[config.mk]
export PLATFORM = sky130hd
export DESIGN_NAME = l1_dcache
export DESIGN_NICKNAME = d
export VERILOG_FILES = /design/src/rtl/l1_dcache_pkg.sv /design/src/rtl/l1_dcache_data_ram.sv /design/src/rtl/l1_dcache.sv
export SDC_FILE = /design/constraint.sdc
export NUM_CORES = 2
export LEC_CHECK = 0
export CAP_MARGIN = 0
export CORE_AREA = 4 4 389 429
export DETAILED_ROUTE_END_ITERATION = 8
export DIE_AREA = 0 0 393 433
export PLACE_DENSITY = 0.75
export SLEW_MARGIN = 20
export SYNTH_ARGS = -nofsm -noshare
export SYNTH_HDL_FRONTEND = slang
export SYNTH_SLANG_ARGS = --single-unit
[constraint.sdc]
create_clock -name clock -period 12.6 [get_ports clock]
set_clock_uncertainty 0.2 [all_clocks]
set_input_delay 2.52 -clock clock [delete_from_list [all_inputs] [get_ports clock]]
set_output_delay 2.52 -clock clock [all_outputs]
set_load 0.02 [all_outputs]
[src/rtl/l1_dcache_pkg.sv]
// Shared types and helpers for the L1 data cache.
package l1_dcache_pkg;

  typedef enum logic [1:0] {
    StIdle      = 2'd0,
    StWriteback = 2'd1,
    StRefill    = 2'd2
  } cache_state_e;

  // Index width that stays legal for a single-entry dimension.
  function automatic int unsigned addr_bits(int unsigned n);
    return (n > 1) ? $clog2(n) : 1;
  endfunction

endpackage

[src/rtl/l1_dcache_data_ram.sv]
// Line data store: asynchronous read, synchronous byte-enabled write, shared address.
module l1_dcache_data_ram #(
  parameter int unsigned Depth = 64,
  parameter int unsigned AddrW = 6
) (
  input  logic             clock,
  input  logic [AddrW-1:0] addr,
  output logic [31:0]      rdata,
  input  logic             we,
  input  logic [3:0]       be,
  input  logic [31:0]      wdata
);

  logic [31:0] mem [Depth];

  always_ff @(posedge clock) begin
    if (we) begin
      for (int b = 0; b < 4; b++) begin
        if (be[b]) mem[addr][8*b +: 8] <= wdata[8*b +: 8];
      end
    end
  end

  assign rdata = mem[addr];

endmodule

[src/rtl/l1_dcache.sv]
// Direct-mapped write-back, write-allocate L1 data cache with word-burst refill/writeback
// and saturating hit/miss counters.
module l1_dcache
  import l1_dcache_pkg::*;
#(
  parameter int unsigned LINES          = 16,
  parameter int unsigned WORDS_PER_LINE = 4,
  parameter int unsigned CNT_W          = 32
) (
  input  logic             clock,
  input  logic             reset,
  input  logic             cpu_rd,
  input  logic             cpu_wr,
  input  logic [31:0]      cpu_addr,
  input  logic [31:0]      cpu_wdata,
  input  logic [3:0]       cpu_be,
  output logic [31:0]      cpu_rdata,
  output logic             cpu_stall,
  output logic             mem_req,
  output logic             mem_we,
  output logic [31:0]      mem_addr,
  output logic [31:0]      mem_wdata,
  input  logic             mem_ack,
  input  logic [31:0]      mem_rdata,
  output logic [CNT_W-1:0] hit_cnt,
  output logic [CNT_W-1:0] miss_cnt
);

  localparam int unsigned IdxBits  = $clog2(LINES);
  localparam int unsigned WordBits = addr_bits(WORDS_PER_LINE);
  localparam int unsigned OffBits  = $clog2(WORDS_PER_LINE) + 2;
  localparam int unsigned TagBits  = 32 - IdxBits - OffBits;
  localparam int unsigned RamDepth = LINES * WORDS_PER_LINE;
  localparam int unsigned RamAw    = addr_bits(RamDepth);
  localparam logic [WordBits-1:0] LastWord = WordBits'(WORDS_PER_LINE - 1);

  cache_state_e        state_q;
  logic [WordBits-1:0] cnt_q;
  logic [LINES-1:0]    valid_q, dirty_q;
  logic [TagBits-1:0]  tag_q [LINES];
  logic [CNT_W-1:0]    hit_cnt_q, miss_cnt_q;

  logic [IdxBits-1:0]  idx;
  logic [TagBits-1:0]  tag, mem_tag;
  logic [WordBits-1:0] word, ram_word;
  logic                req, hit, last;
  logic [RamAw-1:0]    ram_addr;
  logic [31:0]         ram_rdata, ram_wdata;
  logic [3:0]          ram_be;
  logic                ram_we;

  assign idx  = IdxBits'(cpu_addr >> OffBits);
  assign tag  = cpu_addr[31 -: TagBits];
  assign word = WordBits'((cpu_addr >> 2) & (WORDS_PER_LINE - 1));
  assign req  = cpu_rd | cpu_wr;
  assign hit  = valid_q[idx] && (tag_q[idx] == tag);
  assign last = (cnt_q == LastWord);

  // In a burst the RAM port follows the word counter, otherwise the CPU offset.
  assign ram_word  = (state_q == StIdle) ? word : cnt_q;
  assign ram_addr  = RamAw'(32'(idx) * WORDS_PER_LINE + 32'(ram_word));
  assign ram_we    = (state_q == StIdle) ? (reset && cpu_wr && hit)
                                         : ((state_q == StRefill) && mem_ack);
  assign ram_be    = (state_q == StRefill) ? 4'hF : cpu_be;
  assign ram_wdata = (state_q == StRefill) ? mem_rdata : cpu_wdata;

  l1_dcache_data_ram #(
    .Depth (RamDepth),
    .AddrW (RamAw)
  ) u_data_ram (
    .clock (clock),
    .addr  (ram_addr),
    .rdata (ram_rdata),
    .we    (ram_we),
    .be    (ram_be),
    .wdata (ram_wdata)
  );

  // Reset forces the CPU-facing outputs low even while a request is presented.
  assign cpu_rdata = (reset && (state_q == StIdle) && cpu_rd && !cpu_wr && hit) ? ram_rdata
                                                                                 : '0;
  assign cpu_stall = reset && ((state_q != StIdle) || (req && !hit));

  assign mem_req   = (state_q != StIdle);
  assign mem_we    = (state_q == StWriteback);
  assign mem_tag   = (state_q == StWriteback) ? tag_q[idx] : tag;
  assign mem_addr  = mem_req ? ((32'(mem_tag) << (IdxBits + OffBits)) |
                                (32'(idx) << OffBits) | (32'(cnt_q) << 2)) : '0;
  assign mem_wdata = mem_we ? ram_rdata : '0;

  assign hit_cnt  = hit_cnt_q;
  assign miss_cnt = miss_cnt_q;

  always_ff @(posedge clock or negedge reset) begin
    if (!reset) begin
      state_q    <= StIdle;
      cnt_q      <= '0;
      valid_q    <= '0;
      dirty_q    <= '0;
      hit_cnt_q  <= '0;
      miss_cnt_q <= '0;
    end else begin
      case (state_q)
        StIdle: begin
          if (req) begin
            if (hit) begin
              if (hit_cnt_q != '1) hit_cnt_q <= hit_cnt_q + 1'b1;
              if (cpu_wr) dirty_q[idx] <= 1'b1;
            end else begin
              if (miss_cnt_q != '1) miss_cnt_q <= miss_cnt_q + 1'b1;
              cnt_q   <= '0;
              state_q <= (valid_q[idx] && dirty_q[idx]) ? StWriteback : StRefill;
            end
          end
        end
        StWriteback: begin
          if (mem_ack) begin
            if (last) begin
              cnt_q        <= '0;
              dirty_q[idx] <= 1'b0;
              state_q      <= StRefill;
            end else begin
              cnt_q <= cnt_q + 1'b1;
            end
          end
        end
        StRefill: begin
          if (mem_ack) begin
            if (last) begin
              cnt_q        <= '0;
              valid_q[idx] <= 1'b1;
              dirty_q[idx] <= 1'b0;
              state_q      <= StIdle;
            end else begin
              cnt_q <= cnt_q + 1'b1;
            end
          end
        end
        default: state_q <= StIdle;
      endcase
    end
  end

  always_ff @(posedge clock) begin
    if ((state_q == StRefill) && mem_ack && last) tag_q[idx] <= tag;
  end

endmodule

Yosys cells after proc, flatten, opt, wreduce, memory -nomap -nowiden
Memory sizes are Yosys's and may differ from the RTL's.
Index checks and enable logic that the tools add are counted.

word-level totals
  memories = 2
  bits in writable memories = 2432
  input port bits = 105
  register bits = 100

memory list
  name            words  bits a word  read ports  clocked after memory_dff  wr ports  line                      RTL
  u_data_ram.mem  64     32           1           0                         1         l1_dcache_data_ram.sv:14  logic [31:0] mem [Depth];
  tag_q           16     24           1           0                         1         l1_dcache.sv:40           logic [TagBits-1:0] tag_q [LINES];

cells by class
  equal/unequal tests = 16
  add/sub/neg operators = 4
  magnitude comparators = 2
  reductions and logical operators = 26
  bitwise gates (word level) = 8
  multiplexer cells = 47

operators by type and width
  cell                                                         number
  two-way mux 32 bit                                           4
  two-way mux 16 bit                                           5
  adder 32 x 1 -> 32 bit (second input constant)               2
  != test 32 bit (second input constant)                       2
  bitwise OR 16 bit                                            2
  bitwise OR 32 x 4 -> 32 bit                                  1
  bitwise OR 32 x 8 -> 32 bit                                  1
  one-hot mux 16 bit (2 select lines)                          1
  == test 24 bit                                               1
  two-way mux 2 bit                                            12
  two-way mux 24 bit                                           1
  two-way mux 1 bit                                            18
  bitwise AND 16 bit                                           1
  inverter 16 bit                                              1
  logical AND 1 bit                                            13
  != test 2 bit (second input constant)                        6
  AND reduction 4 bit                                          3
  AND reduction 6 bit                                          2
  binary-select mux 1 bit (select 4 bit)                       2
  != test 2 x 1 -> 1 bit (second input constant)               4
  adder 6 x 2 -> 6 bit                                         1
  one-hot mux 2 bit (3 select lines)                           1
  less-than comparator 4 x 5 -> 1 bit (second input constant)  1
  demux 1 bit (select 4 bit)                                   1
  14 further kinds                                             17

Depth between registers and ports, before layout
  word-level depth = 9
  mapped depth = 18

Modules after synthesis
From an unflattened synthesis, not the netlist that was laid out.

unflattened totals
  cell total of the unflattened synthesis = 6015
  area total of the unflattened synthesis = 100133.5 µm²

modules (own cells, without submodules)
  module              area each (µm²)  cells an instance  instances
  l1_dcache_data_ram  78407.7          4614               1
  l1_dcache           21725.8          1401               1

Worst setup path before layout
Ideal clock, no wire load.

  path type = input to output
  start point = input cpu_addr[4]
  end point = output cpu_rdata[12]
  path buffers = 7
  path slack = 3784 ps
  arrival time = 6096 ps
  stages = 16
  required time = 9880 ps
  cells stage by stage = buf_6 buf_12 buf_12 buf_8 buf_6 mux2i_1 o32ai_1 o31ai_2 a21bo_1 or4b_4 nor4_4 nand4b_4 or4b_4 buf_6 buf_6 nor2_1

between the ends
  longest elaborated chain between the ends = 5
  elaborated cells between the ends (all ways) = 9

ends and longest elaborated chain
  item                                                          line             RTL
  from (decl)                                                   l1_dcache.sv:14  input logic [31:0] cpu_addr,
  branches (longest 4 deep; another with memory (64 x 32 bit))  --
  two-way mux 32 bit *                                          l1_dcache.sv:80  assign cpu_rdata = (reset && (state_q == StIdle) && cpu_rd && !cpu_wr && hit) ? ram_rdata
  to (decl)                                                     l1_dcache.sv:17  output logic [31:0] cpu_rdata,

Every way passes the cells marked *. The select of a mux whose other input is x is not followed.

Worst setup path after layout
  start point = input cpu_addr[4]
  end point = output cpu_rdata[6]

The elaborated chain is that of the path after synthesis.

==> metrics.txt <==
Synth Flop Type=edfxtp_1; Worst EP arrival=7.82 ns; CP Capture Type=output pin; gr usage total=30.5%; CTS tree=yes; fmax=94.8 MHz; PwrDens=186 nW/um^2; clk_lat worst skew=0.89 ns; DR DRC count=0; clk sinks=2,532; num rows=155; Iter 0 DRT Violations=7,995; Routability Congestion=0.842; CP Class=primary input to output pin; antenna viol nets, final=0; Setup WS post-layout=2.06 ns; WL per Instance=31.4 um; hold crit path type=flip-flop to flip-flop; post-CTS setup repair buffer count=0; vias per cell=6.99; maximum VDD drop=0.139 mV; top cell family by delay on the critical path=buffers and inverters; die area=170,000 sq um; setup_tns=0 ns; CP Buf/Inv Count=5; cells along the critical path=clkbuf_8 > buf_4 > buf_4 > and2_4 > buf_12 > a22o_1 > a221oi_1 > a31oi_1 > a21oi_1 > o22ai_1 > nor2_1 > nor2_1 > clkdlybuf4s50_1; chip height=433 um; Synth area leader=edfxtp_1; die width=393 um; Critical Path Source Type=primary input; core area=162,000 sq um; FFs w/ async S/R, synth=3.95%; initial antenna violation count=6; Root Driver=clkbuf_16; Synth Register Bits=2,532; TritonCTS Buffers=232; synth warn=0; RSZ-0062 raised after global routing=no; sequential area share after synthesis=78.0%; DP Worst Slack=2.16 ns; Worst Tran Pin Value=1.30 ns; Yosys top cell area share=75.4%; Syn-to-layout area delta=15.0%; hpwl dp=148,000 um; Leak Pwr=0.0348 uW; cts hold-fix bufs=0; via count=58,314; crit path time final=10.54 ns; EDFF count, synth=2,432; CP required=9.88 ns; crit share post-route=83.7%; PostCTS Resize Cnt=0; first-pass GRT wire length=381,000 um; Synth top cells by count=2,432 x edfxtp_1, 899 x a22oi_1, 315 x nor3_1, 307 x clkbuf_1, 147 x nor2_1; average cell area after synthesis=17.3 sq um; Synth area leaders=edfxtp_1 75%, a22oi_1 7.0%, dfrtp_1 2.6%, nor3_1 1.6%, mux4_2 1.6%; grt total ovfl=0; Synth cell types=79; Reg clk slew, reported paths=0.06 ns; Cells after Synth=5,588; Synth Cell Area=96,800 sq um; number of H-tree levels=4; number of port buffers=263; Slew headroom=12.9%; share of cells above drive strength 1=15.1%; most frequent cell after synthesis=edfxtp_1; setup violators final=0; fin nets=6,133; status=completed; Boundary Pins=268; largest net degree at the start of global routing=123; Hold Violations, Final=0; maxcap violations=0; Max stage delay on crit path=0.80 ns; clock buffer depth=3; Slowest-stage cell, CP=and2_4; final slew viol count=0; critical path peak fanout=76; vias in the first global route=57,873; TritonRoute pass-1 iters=9; initial core utilization=59.7%; drt total wl=262,000 um
-- state kept, by name (all words and copies together), names as in the netlist, named ones only --
register and cells:
tag_q 384, u_data_ram.mem 2048, valid_q 16, cnt_q 2
miss_cnt 32, hit_cnt 32, state_q 2
-- through the flow --
stage          area [sq um]  util [%]  cells  hold slack (ns)  power (uW)
6_report             111000      68.7   8345            0.275       20700
5_1_grt              111000      68.7   8342            0.281       21300
4_1_cts              111000      68.6   8341            0.269       20700
3_5_place_dp         104000      63.9   7906            0.249       13800
3_3_place_gp         103000      63.8   7903            0.246       13700
2_1_floorplan         96800         -   5589            0.234       12100
-- final timing paths --
check                           depth (start not counted)  slack (ns)          start                      to
worst max-delay path                                   13        2.06    cpu_addr[4]            cpu_rdata[6]
worst min-delay path                                    1        0.28     valid_q[2]              valid_q[2]
worst max register to register                         12        6.49  tag_q[14][10]  u_data_ram.mem[19][21]
worst min register to register                          1        0.28     valid_q[2]              valid_q[2]
max in group asynchronous                               2        9.46          reset             valid_q[15]
min in group asynchronous                               1        1.40          reset              hit_cnt[7]
-- metal layers --
metal  share of wire, %  wire length (um)  vias to the layer above  track usage, %
li1                   -                 -                    24109               -
met1                 35             90900                    29152            40.1
met5              0.015                39                        -               0
met4                4.9             12900                        6            13.6
met2                 49            128000                     4342            49.8
met3                 12             30500                      705            6.48
-- worst reg2reg max path: stages, from the launching register on --
cell	delay, ns
edfxtp_1	0.37
mux4_2	0.54
nand3_1	0.13
o31ai_1	0.08
o21ai_0	0.47
or4b_4	0.57
nor4_4	0.34
and4b_1	0.90
a22o_2	0.47
o21ai_4	0.09
buf_4	0.38
nor3_1	1.02
buf_4	0.30
-- layout by cell type (no fill, tap or decap), types with 17 or more instances in the layout --
| cell type | count |
|---|---|
| inv_1 | 22 |
| xor2_1 | 41 |
| nand3_1 | 49 |
| nor4_1 | 45 |
| a31oi_1 | 59 |
| clkinv_2 | 45 |
| a41oi_1 | 130 |
| nor2b_1 | 18 |
| nand4_1 | 87 |
| a21oi_1 | 77 |
| dfrtp_1 | 100 |
| nor2_4 | 17 |
| bufinv_16 | 26 |
| mux2_4 | 19 |
| a22o_1 | 59 |
| clkinv_1 | 51 |
| clkdlybuf4s50_1 | 258 |
| buf_4 | 349 |
| o21ai_0 | 55 |
| mux2_2 | 35 |
| clkbuf_16 | 235 |
| or2_2 | 17 |
| nor2_1 | 130 |
| mux4_2 | 69 |
| nand2_1 | 64 |
| and3_1 | 21 |
| a22oi_1 | 899 |
| clkbuf_1 | 48 |
| a221oi_1 | 59 |
| edfxtp_1 | 2432 |
| nor3_1 | 299 |
| xnor2_1 | 42 |
| o22ai_1 | 49 |
| mux2i_1 | 71 |
-- layout make-up --
class                           instances  area (sq um)
Sequential cell                      2532         75500
Fill cell                           10073         50800
Multi-Input combinational cell       2604         19800
Clock buffer                          288          6130
Timing Repair Buffer                  627          5600
Tap cell                             2119          2650
Clock inverter                        147          1500
Inverter                               25          93.8
Antenna cell                            3          7.51
-- report_power, final --
part | internal, uW | switching [uW]
Combinational | 967 | 2790
Clock | 3980 | 3050
Sequential | 9890 | 39.4
Total | 14800 | 5880
-- kinds of logic (layout without fill, tap and decap cells) --
family,count (synthesis),after routing,synth area share [%]
compound gates,1459,1459,11.3
flops,2532,2532,78.0
xor+xnor,83,83,0.751
fa+ha+maj,6,6,0.0775
mux,211,211,3.41
buf+inv,453,1087,1.98
other cells,1,5,0.00387
simple gates,843,843,4.51
Note: power is estimated with default switching activity, not from simulation.
